## src/rtl/vp_mbox.sv

```systemverilog
// vp_mbox: dual-port Qbus mailbox with CHANNELS byte channels and one FIFO per direction.
// Each bus side decodes DL11-style CSR/buffer registers and raises a vectored interrupt.

module vp_mbox_fifo #(
  parameter int DEPTH = 4
) (
  input  logic       clk,
  input  logic       rst_n,
  input  logic       push,
  input  logic [7:0] push_data,
  input  logic       pop,
  output logic [7:0] head,
  output logic       empty,
  output logic       full,
  output logic       drop
);
  localparam int AW = $clog2(DEPTH);
  localparam logic [AW:0] FULL_CNT = DEPTH[AW:0];

  logic [7:0]    mem [DEPTH];
  logic [AW-1:0] wr_ptr, rd_ptr;
  logic [AW:0]   count;
  logic          do_push, do_pop;

  assign empty   = (count == '0);
  assign full    = (count == FULL_CNT);
  assign head    = mem[rd_ptr];
  assign do_pop  = pop && !empty;
  // A pop in the same cycle frees the slot, so a push to a full FIFO still lands.
  assign do_push = push && (!full || do_pop);
  assign drop    = push && !do_push;

  always_ff @(posedge clk) begin
    if (!rst_n) begin
      wr_ptr <= '0;
      rd_ptr <= '0;
      count  <= '0;
    end else begin
      if (do_push) begin
        mem[wr_ptr] <= push_data;
        wr_ptr      <= wr_ptr + 1'b1;
      end
      if (do_pop) rd_ptr <= rd_ptr + 1'b1;
      count <= count + {{AW{1'b0}}, do_push} - {{AW{1'b0}}, do_pop};
    end
  end
endmodule

module vp_mbox_side #(
  parameter int          CHANNELS = 3,
  parameter logic [15:0] BASE     = 16'o176640,
  parameter logic [15:0] VEC      = 16'o000440
) (
  input  logic                  clk,
  input  logic                  rst_n,
  input  logic [15:0]           ad_in,
  output logic [15:0]           ad_out,
  output logic                  ad_oe,
  input  logic                  sync_n,
  input  logic                  din_n,
  input  logic                  dout_n,
  input  logic                  iaki_n,
  output logic                  rply_n,
  output logic                  virq_n,
  output logic                  iako_n,
  output logic [CHANNELS-1:0]   push,
  output logic [7:0]            push_data,
  output logic [CHANNELS-1:0]   pop,
  input  logic [CHANNELS-1:0]   rx_empty,
  input  logic [CHANNELS*8-1:0] rx_head,
  input  logic [CHANNELS-1:0]   tx_full,
  input  logic [CHANNELS-1:0]   tx_drop
);
  typedef enum logic [2:0] {
    S_IDLE, S_RD_DATA, S_RD_RPLY, S_WR_RPLY, S_IAK_DATA, S_IAK_RPLY, S_PASS
  } state_t;

  localparam logic [15:0] SPAN = 16'(8 * CHANNELS);

  state_t              state, state_nx;
  logic                sync_prev, sync_q, din_q, dout_q, iak_q, iak_qq;
  logic                sel;
  logic [1:0]          sel_ch, sel_reg;
  logic [15:0]         addr, off, wdata, read_val, vector;
  logic [15:0]         data_r, data_nx;
  logic                pop_pending, pop_pending_nx, wr_en, hit, any_req;
  logic [CHANNELS-1:0] rie, xie, xovr, rx_req, tx_req;

  assign addr      = ~ad_in;
  assign wdata     = ~ad_in;
  assign push_data = wdata[7:0];
  assign off       = addr - BASE;
  assign hit       = !addr[0] && (addr >= BASE) && (off < SPAN);

  // Strobes are registered once; the FSM acts on the registered copies.
  always_ff @(posedge clk) begin
    if (!rst_n) begin
      sync_prev <= 1'b0;
      sync_q    <= 1'b0;
      din_q     <= 1'b0;
      dout_q    <= 1'b0;
      iak_q     <= 1'b0;
      iak_qq    <= 1'b0;
      sel       <= 1'b0;
      sel_ch    <= '0;
      sel_reg   <= '0;
    end else begin
      sync_prev <= sync_n;
      sync_q    <= !sync_n;
      din_q     <= !din_n;
      dout_q    <= !dout_n;
      iak_q     <= !iaki_n;
      iak_qq    <= iak_q;
      if (sync_n) begin
        sel <= 1'b0;
      end else if (sync_prev) begin
        sel <= hit;
        if (hit) begin
          sel_ch  <= off[4:3];
          sel_reg <= off[2:1];
        end
      end
    end
  end

  // Descending scan so the lowest channel, and rx within it, wins.
  always_comb begin
    rx_req  = rie & ~rx_empty;
    tx_req  = xie & ~tx_full;
    any_req = |{rx_req, tx_req};
    vector  = '0;
    for (int k = CHANNELS - 1; k >= 0; k--) begin
      if (tx_req[k]) vector = VEC + 16'(8 * k + 4);
      if (rx_req[k]) vector = VEC + 16'(8 * k);
    end
  end

  always_comb begin
    read_val = '0;
    case (sel_reg)
      2'd0:    read_val = {8'd0, !rx_empty[sel_ch], rie[sel_ch], 6'd0};
      2'd1:    read_val = {8'd0, rx_empty[sel_ch] ? 8'd0 : rx_head[{sel_ch, 3'b000} +: 8]};
      2'd2:    read_val = {xovr[sel_ch], 7'd0, !tx_full[sel_ch], xie[sel_ch], 6'd0};
      default: read_val = '0;
    endcase
  end

  always_comb begin
    state_nx       = state;
    data_nx        = data_r;
    pop_pending_nx = pop_pending;
    wr_en          = 1'b0;
    pop            = '0;
    case (state)
      S_IDLE: begin
        if (iak_q && !iak_qq && din_q && sync_q) begin
          if (any_req) begin
            state_nx = S_IAK_DATA;
            data_nx  = vector;
          end else begin
            state_nx = S_PASS;
          end
        end else if (sel && din_q) begin
          state_nx       = S_RD_DATA;
          data_nx        = read_val;
          pop_pending_nx = (sel_reg == 2'd1) && !rx_empty[sel_ch];
        end else if (sel && dout_q) begin
          state_nx = S_WR_RPLY;
          wr_en    = 1'b1;
        end
      end
      // Pop only the byte actually latched for this read, on the reply edge.
      S_RD_DATA: begin
        state_nx       = S_RD_RPLY;
        pop_pending_nx = 1'b0;
        if (pop_pending) pop[sel_ch] = 1'b1;
      end
      S_IAK_DATA: state_nx = S_IAK_RPLY;
      S_RD_RPLY, S_IAK_RPLY: begin
        if (!din_q) begin
          state_nx = S_IDLE;
          data_nx  = '0;
        end
      end
      S_WR_RPLY: if (!dout_q) state_nx = S_IDLE;
      S_PASS:    if (!iak_q) state_nx = S_IDLE;
      default:   state_nx = S_IDLE;
    endcase
  end

  always_comb begin
    push = '0;
    if (wr_en && sel_reg == 2'd3) push[sel_ch] = 1'b1;
  end

  always_ff @(posedge clk) begin
    if (!rst_n) begin
      state       <= S_IDLE;
      data_r      <= '0;
      pop_pending <= 1'b0;
      rie         <= '0;
      xie         <= '0;
      xovr        <= '0;
    end else begin
      state       <= state_nx;
      data_r      <= data_nx;
      pop_pending <= pop_pending_nx;
      xovr        <= xovr | tx_drop;
      if (wr_en) begin
        case (sel_reg)
          2'd0: rie[sel_ch] <= wdata[6];
          2'd2: begin
            xie[sel_ch]  <= wdata[6];
            xovr[sel_ch] <= 1'b0;
          end
          default: ;
        endcase
      end
    end
  end

  assign ad_oe  = (state == S_RD_DATA) || (state == S_RD_RPLY) ||
                  (state == S_IAK_DATA) || (state == S_IAK_RPLY);
  assign ad_out = ad_oe ? ~data_r : 16'hFFFF;
  assign rply_n = !((state == S_RD_RPLY) || (state == S_WR_RPLY) || (state == S_IAK_RPLY));
  assign virq_n = !any_req;
  assign iako_n = (state == S_PASS) ? iaki_n : 1'b1;
endmodule

module vp_mbox #(
  parameter int          CHANNELS = 3,
  parameter int          DEPTH    = 4,
  parameter logic [15:0] C_BASE   = 16'o176640,
  parameter logic [15:0] P_BASE   = 16'o177040,
  parameter logic [15:0] C_VEC    = 16'o000440,
  parameter logic [15:0] P_VEC    = 16'o000300
) (
  input  logic        PIN_CLK,
  input  logic        PIN_nINIT,
  input  logic [15:0] PIN_nADC_in,
  output logic [15:0] PIN_nADC_out,
  output logic        PIN_nADC_oe,
  input  logic        PIN_nSYNCC,
  input  logic        PIN_nDINC,
  input  logic        PIN_nDOUTC,
  input  logic        PIN_nIAKIC,
  output logic        PIN_nRPLYC,
  output logic        PIN_nVIRQC,
  output logic        PIN_nIAKOC,
  input  logic [15:0] PIN_nADP_in,
  output logic [15:0] PIN_nADP_out,
  output logic        PIN_nADP_oe,
  input  logic        PIN_nSYNCP,
  input  logic        PIN_nDINP,
  input  logic        PIN_nDOUTP,
  input  logic        PIN_nIAKIP,
  output logic        PIN_nRPLYP,
  output logic        PIN_nVIRQP,
  output logic        PIN_nIAKOP
);
  logic [CHANNELS-1:0]   c_push, c_pop, p_push, p_pop;
  logic [7:0]            c_push_data, p_push_data;
  logic [CHANNELS*8-1:0] c2p_head, p2c_head;
  logic [CHANNELS-1:0]   c2p_empty, c2p_full, c2p_drop, p2c_empty, p2c_full, p2c_drop;

  for (genvar k = 0; k < CHANNELS; k++) begin : g_ch
    vp_mbox_fifo #(.DEPTH(DEPTH)) u_c2p (
      .clk(PIN_CLK), .rst_n(PIN_nINIT), .push(c_push[k]), .push_data(c_push_data),
      .pop(p_pop[k]), .head(c2p_head[k*8 +: 8]), .empty(c2p_empty[k]),
      .full(c2p_full[k]), .drop(c2p_drop[k])
    );
    vp_mbox_fifo #(.DEPTH(DEPTH)) u_p2c (
      .clk(PIN_CLK), .rst_n(PIN_nINIT), .push(p_push[k]), .push_data(p_push_data),
      .pop(c_pop[k]), .head(p2c_head[k*8 +: 8]), .empty(p2c_empty[k]),
      .full(p2c_full[k]), .drop(p2c_drop[k])
    );
  end

  vp_mbox_side #(.CHANNELS(CHANNELS), .BASE(C_BASE), .VEC(C_VEC)) u_c (
    .clk(PIN_CLK), .rst_n(PIN_nINIT), .ad_in(PIN_nADC_in), .ad_out(PIN_nADC_out),
    .ad_oe(PIN_nADC_oe), .sync_n(PIN_nSYNCC), .din_n(PIN_nDINC), .dout_n(PIN_nDOUTC),
    .iaki_n(PIN_nIAKIC), .rply_n(PIN_nRPLYC), .virq_n(PIN_nVIRQC), .iako_n(PIN_nIAKOC),
    .push(c_push), .push_data(c_push_data), .pop(c_pop), .rx_empty(p2c_empty),
    .rx_head(p2c_head), .tx_full(c2p_full), .tx_drop(c2p_drop)
  );

  vp_mbox_side #(.CHANNELS(CHANNELS), .BASE(P_BASE), .VEC(P_VEC)) u_p (
    .clk(PIN_CLK), .rst_n(PIN_nINIT), .ad_in(PIN_nADP_in), .ad_out(PIN_nADP_out),
    .ad_oe(PIN_nADP_oe), .sync_n(PIN_nSYNCP), .din_n(PIN_nDINP), .dout_n(PIN_nDOUTP),
    .iaki_n(PIN_nIAKIP), .rply_n(PIN_nRPLYP), .virq_n(PIN_nVIRQP), .iako_n(PIN_nIAKOP),
    .push(p_push), .push_data(p_push_data), .pop(p_pop), .rx_empty(c2p_empty),
    .rx_head(c2p_head), .tx_full(p2c_full), .tx_drop(p2c_drop)
  );
endmodule

```

## config.mk

```make
export PLATFORM = sky130hd
export DESIGN_NAME = vp_mbox
export DESIGN_NICKNAME = d
export VERILOG_FILES = /design/src/rtl/vp_mbox.sv
export SDC_FILE = /design/constraint.sdc
export NUM_CORES = 1
export LEC_CHECK = 0
export BUFFER_PORTS_ARGS = -buffer_cell sky130_fd_sc_hd__buf_2
export CORE_UTILIZATION = 46
export CTS_CLUSTER_DIAMETER = 50
export DETAILED_ROUTE_END_ITERATION = 8
export GPL_TIMING_DRIVEN = 0
export PLACE_DENSITY_LB_ADDON = 0.25
export SLEW_MARGIN = 20
export SYNTH_ARGS = -nofsm -noshare
export SYNTH_HDL_FRONTEND = slang
export SYNTH_SLANG_ARGS = --single-unit
```

## constraint.sdc

```tcl
create_clock -name PIN_CLK -period 3.1 [get_ports PIN_CLK]
set_clock_uncertainty 0.05 [all_clocks]
set_input_delay 0.155 -clock PIN_CLK [delete_from_list [all_inputs] [get_ports PIN_CLK]]
set_output_delay 0.155 -clock PIN_CLK [all_outputs]
set_load 0.05 [all_outputs]
```

==> key figures, run 1 <==
Yosys
  – Unique cell type count in the Yosys netlist: 79
  – Post-synth top area cell: edfxtp_1
  – Count of synthesis-stage warnings from yosys: 0
  – Fraction of post-synthesis cell area in the top cell type by area: 41.57%
  – Ranking of synthesized cells by area: edfxtp_1 (42%), dfxtp_1 (17%), mux4_2 (8.0%)
  – Number of synthesized flops with an enable pin: around 190
  – Mapped Avg Cell Area: 12.97 sq um
  – Proportion of synthesized flip-flops having asynchronous set or reset: 0%
  – Most used DFF post-synth: edfxtp_1
  – Number of synthesized register bits: roughly 310
  – Cells after Synth: 1069
  – Part of the Yosys area used for sequential elements: between 50% and 60%
  – Post-synth design cell area: 13870 sq um

Timing
  – Final Setup Violations: 0
  – Share of the clock period used by the worst path after layout: 94.80%
  – Final-report hold violation count: 0
  – Total negative setup slack: 0 ps
  – Fmax achieved: 340.3 MHz
  – Time the final worst path needs with I/O delays and setup: 2939 ps
  – Worst-case hold slack: between 40 and 50 ps
  – Worst slew pin tran: ~940 ps
  – Number of pins with negative max-slew slack in the final report: 0
  – Max-Slew Margin vs Limit: 37.04%
  – RSZ-0062 raised after global routing: no

Placement
  – RePlAce Congestion: 0.8976
  – Sum of net half-perimeters after detailed placement: 23090 microns
  – DP Cell Count: approximately 1.5k
  – Area after DPL: 14740 sq um
  – Number of buffers inserted by port buffering: 68

Worst hold path
  – Terminating pin of the worst hold path: u_p.data_r[3]$_SDFFE_PN0P_
  – Tightest Hold Check Type: input port to flip-flop
  – Startpoint of the worst hold path: PIN_nINIT
  – Worst hold path stage count: 3

Final layout
  – Area Overhead vs Synth: 15.15%
  – Filler cell count: 2492
  – Non-filler instance count after layout: 1614
  – Number of diodes added for antenna fixing: 0
  – Nets@finish: 1286
  – Share of layout cells above drive strength 1: about a fifth
  – Post-route cell area: 15970 sq um
  – Biggest regs: g_ch.u_c2p.mem x96, g_ch.u_p2c.mem x96, u_c.data_r x10

Clock network
  – Clock transition time at the flip-flop clock pins of the worst setup and hold paths: 60 ps
  – Cell chosen for the clock root: clkbuf_16
  – Clock net sink count: 313
  – CTS Buffer Depth: 3
  – Clock tree from TritonCTS: done
  – Number of buffers created by CTS: 34
  – Latest clock arrival within the worst-skew pair: 520 ps
  – # H-tree levels: 2
  – Number of buffers added for setup after CTS: 0

Floorplanning
  – Number of placed I/O pins: 82
  – Initial cell density of the core: 46.79%
  – Die W: 175.6 microns
  – Core Rows: 63
  – Vertical die dimension: between 150 and 200 microns
  – Area of the die: 30850 sq um
  – Core box area: 29640 sq um

Routing
  – Vias: 8932
  – Final routed DRC violation total: 0
  – Antenna violation net count after detailed routing: 0
  – First-pass iteration count of the detailed router: 5
  – Vias/cell: 5.534
  – Post-Route WL: 32580 microns
  – Initial drt markers: 702
  – Routed wirelength normalized by instance count: 20.18 microns

Worst setup path
  – WS Path Type: flip-flop to flip-flop
  – Capturing element type of the critical path: flip-flop
  – Worst reg2reg setup slack: 160 ps
  – Cell depth of the worst flop-to-flop path: 9
  – Critical-path cell with the highest stage delay: nor3_1
  – Signal arrival time at the worst endpoint: ~3300 ps
  – Required arrival time at the worst endpoint: 3430 ps
  – Chain of cells forming the critical path: nand4bb_1, nor3_1, ha_1, inv_1, ha_1, fa_1, xnor2_1, xnor2_1, nor2_1
  – Maximum single-stage delay on the critical path: 750 ps
  – Number of buffer and inverter stages on the critical path: 1
  – R2R Path Start: u_c.state[1]$_SDFFE_PN0P_
  – Kind of cell adding the most delay to the critical path: simple AND/OR/NAND/NOR gates
  – Reg-to-Reg End: g_ch[1].u_p2c.count[2]$_SDFF_PN0_
  – Sort of element at the start of the critical path: flip-flop
  – Critical-path maximum fanout: 8

Global routing
  – First-pass GRT wire length: 49420 microns
  – Initial antenna violation count: 0
  – Global routing usage summed across all routing layers: a little over a fifth
  – Remaining Overflow, GRT: 0
  – Pin count of the biggest net entering global routing: 15
  – Vias in the first global route: 8616

Flow run
  – Max_cap viols: 0

Outcome
  – Run status: finished, final reports clean

Power
  – Total power density per cell area: 575.1 nW/um^2
  – Peak VDD IR: 287.8 uV
  – LEAKAGE: 5.678 nW
  – Power Total: 9.183 mW
## area by class of cell
cell class,count,area (sq um),share of cell area [%]
inverter,64,240.2,1.504
sequential,313,8188,51.27
multi-input combinational,637,5214,32.65
buffer,67,331.6,2.076
timing repair buffer,81,470.5,2.946
clock inverter,19,141.4,0.8854
clock buffer,43,895.9,5.610
tap,390,488.0,3.056
## worst register-to-register path, delay by kind of cell, from the launching register on
| kind | cells | cell delay, ps |
|---|---|---|
| and+or+nand+nor | 3 | 1220 |
| adders and majority gates | 3 | 790 |
| DFF | 1 | 390 |
| xor gates and xnor gates | 2 | 320 |
| buffers and inverters | 1 | 40 |
## synth_stat cells, drive strengths merged (4+ instances only)
| cell | n |
|---|---|
| inv | 64 |
| ha | 40 |
| nor4 | 9 |
| buf | 35 |
| a22o | 7 |
| nand3 | 12 |
| o21ai | 26 |
| dfxtp | 121 |
| nand3b | 4 |
| o2bb2ai | 6 |
| or3b | 8 |
| xnor2 | 24 |
| nor2b | 12 |
| a31oi | 10 |
| nand2 | 60 |
| a32oi | 4 |
| a21o | 6 |
| clkbuf | 32 |
| o31ai | 7 |
| a21oi | 25 |
| a211oi | 15 |
| or3 | 4 |
| nand4 | 4 |
| nor3 | 27 |
| and2 | 31 |
| mux4 | 49 |
| o211ai | 4 |
| and3 | 16 |
| fa | 6 |
| mux2 | 6 |
| nor2 | 91 |
| mux2i | 30 |
| o31a | 4 |
| nand2b | 6 |
| a32o | 4 |
| edfxtp | 192 |
| xor2 | 9 |
| and3b | 5 |
## metal layers
metal	vias up	global-route usage [%]	share of wire (%)	routed length, microns
li1	4180	-	-	-
met1	4413	29.39	45	14500
met2	283	34.11	46	15120
met3	56	4.675	6.8	2224
met4	0	6.014	2.2	728
met5	-	0	0	0
## worst max-delay path by stage
stage,startpoint,endpoint,slack (ps),depth (start not counted)
floorplan,u_p.state[0]$_SDFFE_PN0P_,PIN_nADP_out[0],420,4
global placement,u_p.sel_ch[0]$_SDFFE_PN0P_,g_ch[2].u_c2p.count[2]$_SDFF_PN0_,-90,13
detailed placement,u_p.sel_ch[0]$_SDFFE_PN0P_,g_ch[2].u_c2p.count[2]$_SDFF_PN0_,-80,13
CTS,u_c.state[2]$_SDFFE_PN0P_,g_ch[2].u_c2p.mem[1][0]$_DFFE_PP_,40,7
global route,u_c.state[2]$_SDFFE_PN0P_,g_ch[2].u_c2p.count[2]$_SDFF_PN0_,3,12
finish,u_c.state[1]$_SDFFE_PN0P_,g_ch[1].u_p2c.count[2]$_SDFF_PN0_,160,9
## power breakdown
| group | internal (mW) | total (mW) | switching (mW) | leakage (nW) |
|---|---|---|---|---|
| Combinational | 0.272 | 0.919 | 0.647 | 2.47 |
| Clock | 2.15 | 3.78 | 1.63 | 0.508 |
| Sequential | 4.44 | 4.49 | 0.0425 | 2.70 |
| Total | 6.87 | 9.18 | 2.32 | 5.68 |
## cells by family (layout without fill, tap and decap cells)
kind of cell / after synthesis / count (layout) / synth area share, %
DFF: 313 / 313 / 59.04
AOI/OAI and AO/OA: 149 / 149 / 7.705
buffers and inverters: 131 / 274 / 4.060
and+or+nand+nor: 311 / 311 / 12.00
xor gates and xnor gates: 33 / 33 / 2.084
adders and majority gates: 46 / 46 / 4.475
muxes: 85 / 85 / 10.61
other: 1 / 13 / 0.02704
## stage by stage
step,util [%],setup slack [ps]
finish,53.88,161.1
global route,53.88,3.272
CTS,53.71,40.61
detailed placement,49.74,-80.54
global placement,49.74,-89.40
floorplan,-,416.0
## what timing repair did
item	in CTS	in global routing
hold endpoints to repair	21	0
gates resized for setup	3	20
setup endpoints to repair	33	101
hold buffers	13	0
pin swaps	0	0
## cell usage in the layout (no fill, tap or decap), types with 19 or more instances in the layout
master and instances:
xnor2_1 24, nor2_1 91, and2_1 28, clkbuf_1 32, o21ai_0 24, edfxtp_1 192, nand2_1 60, clkbuf_16 34
buf_2 83, mux2i_1 30, dfxtp_1 121, nor3_1 19, ha_1 40, mux4_2 49, a21oi_1 24, inv_1 64
(Power assumes the default switching activity.)
==> run 2, diff against run 1 <==
--- a/constraint.sdc
+++ b/constraint.sdc
@@ -4,2 +4,2 @@
 set_output_delay 0.155 -clock PIN_CLK [all_outputs]
-set_load 0.05 [all_outputs]
+set_load 0.1 [all_outputs]
==> key figures, run 2 (synthesis gave the netlist of run 1 again) <==
Clock network
  – Clock transition time at the flip-flop clock pins of the worst setup and hold paths: 60 ps (about the same)
  – Clock tree from TritonCTS: done (unchanged)
  – CTS Buffer Depth: 3 (unchanged)
  – Latest clock arrival within the worst-skew pair: 510 ps (was 520 ps)
  – # H-tree levels: 2 (unchanged)
  – Number of buffers created by CTS: 37 (was 34)
  – Clock net sink count: 313 (unchanged)
  – Cell chosen for the clock root: clkbuf_16 (unchanged)

Floorplanning
  – Core box area: 29640 sq um (unchanged)
  – Number of placed I/O pins: 82 (unchanged)
  – Die W: 175.6 microns (unchanged)
  – Core Rows: 63 (unchanged)
  – Initial cell density of the core: 46.79% (unchanged)
  – Vertical die dimension: 175.6 microns (unchanged)
  – Area of the die: 30850 sq um (unchanged)

Global routing
  – Pin count of the biggest net entering global routing: 14 (was 15)
  – Global routing usage summed across all routing layers: 21.84% (was 21.38%)
  – Vias in the first global route: 8756 (was 8616)
  – First-pass GRT wire length: 50800 microns (was 49420 microns)
  – Remaining Overflow, GRT: 0 (unchanged)
  – Initial antenna violation count: 0 (unchanged)

Placement
  – Minimum setup slack after placement: -72.70 ps (was -80.54 ps)
  – Number of buffers inserted by port buffering: 68 (unchanged)
  – Area after DPL: 14750 sq um (was 14740 sq um)
  – Sum of net half-perimeters after detailed placement: 23180 microns (was 23090 microns)
  – DP Cell Count: 1539 (unchanged)
  – RePlAce Congestion: 0.9215 (was 0.8976)

Final layout
  – Leading cell types in the layout, fill and taps excluded: edfxtp_1 (192), dfxtp_1 (121), nor2_1 (91) (unchanged)
  – Filler cell count: 2488 (was 2492)
  – Share of layout cells above drive strength 1: 19.46% (was 19.44%)
  – Non-filler instance count after layout: 1618 (was 1614)
  – Biggest regs: g_ch.u_c2p.mem x96, g_ch.u_p2c.mem x96, u_c.data_r x10 (unchanged)
  – Area Overhead vs Synth: 16.23% (was 15.15%)
  – Nets@finish: 1288 (was 1286)
  – Commonest non-fill, non-tap cell in the layout: edfxtp_1 (unchanged)
  – Number of diodes added for antenna fixing: 0 (unchanged)
  – Multi-input combinational cell area: 5211 sq um (was 5214 sq um)
  – Register Area: 8188 sq um (unchanged)
  – End-of-flow core utilization: 54.39% (was 53.88%)
  – Post-route cell area: 16120 sq um (was 15970 sq um)

Worst setup path
  – Sort of element at the start of the critical path: flip-flop (unchanged)
  – Required arrival time at the worst endpoint: 3420 ps (was 3430 ps)
  – Signal arrival time at the worst endpoint: 3280 ps (was 3270 ps)
  – Capturing element type of the critical path: flip-flop (unchanged)
  – WS Path Type: flip-flop to flip-flop (unchanged)
  – Critical-path maximum fanout: 8 (unchanged)

Outcome
  – Run status: finished, final reports clean (unchanged)

Power
  – LEAKAGE: 5.746 nW (was 5.678 nW)
  – Peak VDD IR: 328.3 uV (was 287.8 uV)
  – Power Total: 9.771 mW (was 9.183 mW)
  – Total power density per cell area: 606.2 nW/um^2 (was 575.1 nW/um^2)

Timing
  – Worst-case hold slack: 28.85 ps (was 46.34 ps)
  – Number of pins with negative max-slew slack in the final report: 0 (unchanged)
  – Total negative setup slack: 0 ps (unchanged)
  – Final Setup Violations: 0 (unchanged)
  – Max-Slew Margin vs Limit: 30.15% (was 37.04%)
  – Final-report hold violation count: 0 (unchanged)
  – Crit path setup slack, layout: 135.6 ps (was 161.1 ps)
  – Worst slew pin tran: 1037 ps (was 937.6 ps)
  – RSZ-0062 raised after global routing: yes (was no)
  – Time the final worst path needs with I/O delays and setup: 2964 ps (was 2939 ps)
  – Share of the clock period used by the worst path after layout: 95.63% (was 94.80%)
  – Fmax achieved: 337.3 MHz (was 340.3 MHz)

Routing
  – Vias: 9090 (was 8932)
  – Vias/cell: 5.618 (was 5.534)
  – Initial drt markers: 695 (was 702)
  – Antenna violation net count after detailed routing: 0 (unchanged)
  – Routed wirelength normalized by instance count: 20.56 microns (was 20.18 microns)
  – Post-Route WL: 33270 microns (was 32580 microns)
  – Final routed DRC violation total: 0 (unchanged)
  – First-pass iteration count of the detailed router: 5 (unchanged)

Flow run
  – Max_cap viols: 0 (unchanged)

Worst hold path
  – Tightest Hold Check Type: input port to flip-flop (unchanged)
run 2: cell types whose count changed in the layout (fill, tap and decap cells not counted), moves of 3 or more:
cell / delta
clkbuf_8: +5
clkbuf_16: +4
clkinv_2: -4
and2_1: +3
and2_2: -3
clkbuf_2: -3
run 2: worst paths after layout:
kind / start / endpoint / slack, ps / depth (start not counted)
worst max-delay path: u_c.state[1]$_SDFFE_PN0P_ / g_ch[2].u_p2c.count[2]$_SDFF_PN0_ / 140 / 10
worst min-delay path: PIN_nINIT / u_p.data_r[4]$_SDFFE_PN0P_ / 30 / 3
worst min register to register: u_p.data_r[0]$_SDFFE_PN0P_ / u_p.data_r[0]$_SDFFE_PN0P_ / 420 / 1
worst max register to register: u_c.state[1]$_SDFFE_PN0P_ / g_ch[2].u_p2c.count[2]$_SDFF_PN0_ / 140 / 10
run 2: layout make-up:
| type | count | share of cell area [%] |
|---|---|---|
| sequential | 313 | 50.80 |
| clock inverter | 17 | 0.8538 |
| clock buffer | 50 | 6.575 |
| inverter | 64 | 1.490 |
| multi-input combinational | 637 | 32.33 |
| buffer | 66 | 2.010 |
| tap | 390 | 3.027 |
| timing repair buffer | 81 | 2.919 |
run 2: critical path: stages (launching register included):
cell       delay [ps]
dfxtp_1           380
nand4bb_1         460
nor3_2            550
o211a_1           240
buf_2             200
ha_1              170
inv_1              50
fa_1              370
xor2_1            170
xnor2_1           130
nor2_1             50
run 2: timing repair:
| item | CTS | global route |
|---|---|---|
| endpoints found under the setup margin | 35 | 31 |
| hold endpoints to repair | 21 | 0 |
| buffers inserted | 0 | 0 |
| hold buffers | 13 | 0 |
| gates resized for setup | 4 | 9 |
run 2: routing by layer:
layer / wire (microns) / vias up / global-route usage [%]
met2: 15130 / 339 / 34.04
met3: 2131 / 53 / 2.749
li1: - / 4186 / -
met5: 0 / - / 0
met1: 15160 / 4512 / 31.76
met4: 845 / 0 / 6.884
run 2: report_power, final:
part / leakage (nW) / internal (mW) / switching [mW]
registers: 2.70 / 4.44 / 0.0435
logic: 2.46 / 0.277 / 0.806
clock network: 0.588 / 2.50 / 1.70
total: 5.75 / 7.23 / 2.55
